File: src/rtl/i2c_line_filter.sv
// i2c_line_filter: synchronizes and deglitches raw I2C SCL/SDA and flags SCL edges, START/STOP and bus busy.
// Define I2C_LINE_FILTER_GLITCH_CNT_EN to enable the saturating rejected-glitch counter on glitch_cnt_o.
module i2c_line_filter #(
    parameter int FILTER_CYCLES = 4
) (
    input  logic       wb_clk_i,
    input  logic       wb_rst_i,
    input  logic       scl_pad_i,
    input  logic       sda_pad_i,
    output logic       scl_o,
    output logic       sda_o,
    output logic       scl_rise_o,
    output logic       scl_fall_o,
    output logic       start_o,
    output logic       stop_o,
    output logic       busy_o,
    output logic [7:0] glitch_cnt_o
);
    localparam logic [3:0] FC = 4'(FILTER_CYCLES);
    // bit 0 carries SCL, bit 1 carries SDA throughout
    logic [1:0] pad, s1, s2, f, f_nxt;
    logic [3:0] cnt [2];
    assign pad   = {sda_pad_i, scl_pad_i};
    assign scl_o = f[0];
    assign sda_o = f[1];
    always_comb begin
        f_nxt = f;
        for (int i = 0; i < 2; i++)
            f_nxt[i] = (s2[i] != f[i] && cnt[i] + 4'd1 == FC) ? s2[i] : f[i];
    end
    always_ff @(posedge wb_clk_i or posedge wb_rst_i) begin
        if (wb_rst_i) begin
            s1     <= 2'b11;
            s2     <= 2'b11;
            f      <= 2'b11;
            cnt[0] <= 4'd0;
            cnt[1] <= 4'd0;
        end else begin
            s1 <= pad;
            s2 <= s1;
            f  <= f_nxt;
            for (int i = 0; i < 2; i++)
                cnt[i] <= (s2[i] == f[i] || f_nxt[i] != f[i]) ? 4'd0 : cnt[i] + 4'd1;
        end
    end
    // events are registered alongside the filtered lines so they coincide with the new scl_o/sda_o
    always_ff @(posedge wb_clk_i or posedge wb_rst_i) begin
        if (wb_rst_i) begin
            scl_rise_o <= 1'b0;
            scl_fall_o <= 1'b0;
            start_o    <= 1'b0;
            stop_o     <= 1'b0;
            busy_o     <= 1'b0;
        end else begin
            scl_rise_o <= ~f[0] & f_nxt[0];
            scl_fall_o <= f[0] & ~f_nxt[0];
            start_o    <= f[0] & f_nxt[0] & f[1] & ~f_nxt[1];
            stop_o     <= f[0] & f_nxt[0] & ~f[1] & f_nxt[1];
            busy_o     <= start_o | (busy_o & ~stop_o);
        end
    end
`ifdef I2C_LINE_FILTER_GLITCH_CNT_EN
    logic [1:0] rej;
    logic [8:0] gsum;
    always_comb begin
        rej = 2'b00;
        for (int i = 0; i < 2; i++)
            rej[i] = s2[i] == f[i] && cnt[i] != 4'd0;
        gsum = {1'b0, glitch_cnt_o} + 9'(rej[0]) + 9'(rej[1]);
    end
    always_ff @(posedge wb_clk_i or posedge wb_rst_i) begin
        if (wb_rst_i)
            glitch_cnt_o <= 8'h00;
        else
            glitch_cnt_o <= gsum[8] ? 8'hff : gsum[7:0];
    end
`else
    assign glitch_cnt_o = 8'h00;
`endif
endmodule
File: config.mk
export PLATFORM = sky130hd
export DESIGN_NAME = i2c_line_filter
export DESIGN_NICKNAME = d
export VERILOG_FILES = /design/src/rtl/i2c_line_filter.sv
export SDC_FILE = /design/constraint.sdc
export NUM_CORES = 1
export LEC_CHECK = 0
export ABC_AREA = 1
export CAP_MARGIN = 5
export CORE_MARGIN = 1
export CORE_UTILIZATION = 32
export CTS_CLUSTER_SIZE = 28
export DETAILED_ROUTE_END_ITERATION = 8
export GPL_TIMING_DRIVEN = 0
export PLACE_DENSITY_LB_ADDON = 0.05
export SETUP_SLACK_MARGIN = 0.15
export SLEW_MARGIN = 20
export SYNTH_ARGS = -nofsm -noshare
export SYNTH_HDL_FRONTEND = slang
export SYNTH_SLANG_ARGS = --single-unit
export TNS_END_PERCENT = 100
File: constraint.sdc
create_clock -name wb_clk_i -period 1.9 [get_ports wb_clk_i]
set_input_delay 0.475 -clock wb_clk_i [delete_from_list [all_inputs] [get_ports wb_clk_i]]
set_output_delay 0.475 -clock wb_clk_i [all_outputs]
set_load 0.02 [all_outputs]
==> flow_summary_export.csv <==
group,metric,value,unit
routing,wl_met3,87,µm
cts,clock_latency,0.29,ns
routing,drtPass1Iterations,4,
timing,slew_violations,0,
critical_path,crit_family,"flip-flops",
timing,relSlewSlack,0.5376,
critical_path,critPathCapture,"sda_o",
placed_design,dp_cells,135,
timing,fin_crit,1.665,ns
routing,routed_wl,1191,µm
synthesis,syn_inst,88,
cts,cts.sinks,19,
synthesis,synthArstFlopShare,1.000,
routing,via_per_inst,4.187,
cts,ctsHoldBuffers,0,
timing,fin_skew,0.002570,ns
power,seqPwrFrac,0.491,
routing,drc,0,
critical_path,path_max_fanout,4,
die,die-area,2898,µm²
die,die_y,53.83,µm
routing,dr_wl_met2,521,µm
power,leakage,0.6102,nW
die,rows,18,
power,internal_power,760.7,µW
power,p_sw,442.8,µW
synthesis,yosysTopAreaCell,"dfrtp_1",
placed_design,place_ws,0.2411,ns
cells_and_area,fill_cells,245,
synthesis,synth_cell_types,15,
run,drv_cap,0,
critical_path,r2r-end,"cnt[4]$_DFF_PP0_",
synthesis,synth_commonest_cells,"15 x nand2_1, 13 x dfrtp_1, 13 x nor2_1",
routing,vias,582,
global_routing,grt_overflow_total,0,
critical_path,critPathKind,"reg -> out",
critical_path,critical_path.endpoint_type,"primary output",
cts,htree_levels,1,
power,combinationalPowerShare,0.342,
routing,ant_nets,0,
power,peakVddDrop,0.4926,mV
synthesis,synth_top_area_share,0.3785,
critical_path,cp_num_cells,1,
cells_and_area,nets,119,
critical_path,critPathLaunch,"f[1]$_DFF_PP1_",
global_routing,grt_max_degree,20,
power,clkPwrFrac,0.167,
timing,rsz0062_at_grt,"false",
synthesis,ys.flop_type,"dfrtp_1",
power,p_per_area,1132,nW/µm²
routing,topRoutingLayerUsed,"met4",
critical_path,critPathBufInv,1,
critical_path,r2r-start,"cnt[4]$_DFF_PP0_",
timing,setup_viol,0,
synthesis,synth_edf_count,0,
timing,period_share,0.8764,
critical_path,crit_chain,"dlygate4sd2_1",
cts,cts_tree,"done",
critical_path,rrSetupSlack,0.33,ns
critical_path,cp-start-kind,"flip-flop",
power,power,1.204,mW
cells_and_area,instances_no_fill,139,
synthesis,ys_warn_count,0,
timing,fin_setup_tns,0,ns
placed_design,port_buffers,10,
worst_hold_path,hold_class,"reg -> reg",
cts,clk_pin_slew,0.10,ns
global_routing,grt_pass1_wl,2035,µm
routing,wire_per_inst,8.568,µm
synthesis,ys_seq_area_frac,0.5619,
placed_design,hpwl,844.1,µm
die,coreArea,2500,µm²
power,switching_share,0.3679,
critical_path,worstPathArrival,1.19,ns
synthesis,synthesis.area,859.6,µm²
routing,met1Wirelength,567,µm
timing,hold_violations,0,
cts,clockBufferDepth,2,
cells_and_area,area_growth,23.73,%
die,initial_core_util,0.3438,
die,design.portCount,19,
routing,drt_iter0_drc,8,
synthesis,synth.most_common_cell,"nand2_1",
cts,cts_buffers,3,
cells_and_area,drive_gt1_frac,0.2018,
synthesis,synthTopCellsByArea,"dfrtp_1 38%, dfstp_2 18%, ha_1 7.3%",
timing,max_freq,600.5,MHz
global_routing,track_usage,0.1021,
critical_path,required,1.42,ns
global_routing,grt_pass1_vias,496,
critical_path,crit_slowest_cell,"dfstp_2",
run_status,outcome,"completed",
synthesis,ys_seq_elements,19,
cts,cts.root.buffer_cell,"clkbuf_4",
critical_path,cpPeakStageDelay,0.57,ns
die,die_x,53.83,µm
timing,worst_pin_slew,0.6928,ns
synthesis,syn_avg_cell_area,9.768,µm²
cells_and_area,num_antenna_cells,0,
global_routing,antenna_found_initial,0,
timing,setup_ws,0.2348,ns
placed_design,gp_congestion,0.7559,
critical_path,reg2reg_depth,9,
==> worst min path at each step <==
stage,startpoint,end,slack [ns],cells past startpoint
after floorplan,s1[0]$_DFF_PP1_,s2[0]$_DFF_PP1_,0.35,0
after global placement,s1[1]$_DFF_PP1_,s2[1]$_DFF_PP1_,0.35,0
after detailed placement,s1[0]$_DFF_PP1_,s2[0]$_DFF_PP1_,0.35,0
after CTS,s1[0]$_DFF_PP1_,s2[0]$_DFF_PP1_,0.36,0
after global routing,s1[1]$_DFF_PP1_,s2[1]$_DFF_PP1_,0.37,0
final,s1[1]$_DFF_PP1_,s2[1]$_DFF_PP1_,0.36,0
==> cell type report <==
cell class,instances,area (µm²),share of cell area
plain buffers,8,60.06,0.05647
inverters,11,41.29,0.03882
flip-flops and latches,19,483.0,0.4541
well taps,30,37.54,0.03529
clock buffers,4,26.28,0.02471
repair buffers,10,106.4,0.1000
multi-input cells,57,309.0,0.2906
==> layout by cell type, fill, tap and decap left out, drive strengths merged <==
cell and n:
inv 11, xor2 1, nand4 3, nand3 8
dlymetal6s2s 5, buf 8, ha 5, dlygate4sd2 1
clkbuf 5, conb 8, clkdlybuf4s50 3, dfrtp 13
xnor2 2, nand2 16, dfstp 6, nor2 13
o21bai 1
==> power groups by stage <==
stage	Combinational [mW]	Clock, mW	Sequential [mW]
after floorplan	0.235	0	0.643
after global placement	0.420	0	0.600
after detailed placement	0.421	0	0.600
after CTS	0.409	0.212	0.591
after global routing	0.482	0.234	0.607
final	0.412	0.201	0.591
==> state kept, by name, indices dropped and copies added (netlist names) <==
register and count:
scl_rise_o 1, scl_fall_o 1, s2 2, stop_o 1, f 2, cnt 8
s1 2, start_o 1, busy_o 1
==> cell families after synthesis <==
kind of cell,Yosys count,synth area share
DFF,19,0.5619
buffers and inverters,19,0.1179
adders and majority gates,5,0.07278
other,1,0.004363
xor gates and xnor gates,3,0.03057
AOI/OAI and AO/OA,1,0.008737
and+or+nand+nor,40,0.2038
==> per-stage QoR <==
| stage | hold slack (ns) | instance area (µm²) | utilization |
|---|---|---|---|
| after floorplan | 0.3452 | 885.9 | - |
| after global placement | 0.3475 | 1023 | 0.4094 |
| after detailed placement | 0.3478 | 1023 | 0.4094 |
| after CTS | 0.3637 | 1047 | 0.4189 |
| after global routing | 0.3712 | 1064 | 0.4254 |
| final | 0.3632 | 1064 | 0.4254 |
==> routing by layer <==
metal | global-route usage | up-vias
li1 | - | 298
met1 | 0.1285 | 266
met2 | 0.1481 | 16
met3 | 0.03390 | 2
met4 | 0.06579 | 0
met5 | 0 | -
==> timing repair <==
item                                    in CTS  in global routing
endpoints found under the setup margin       2                 10
gates resized for setup                      2                  9
buffers inserted                             0                  0
No activity file was read; power rests on OpenSTA's default activity.
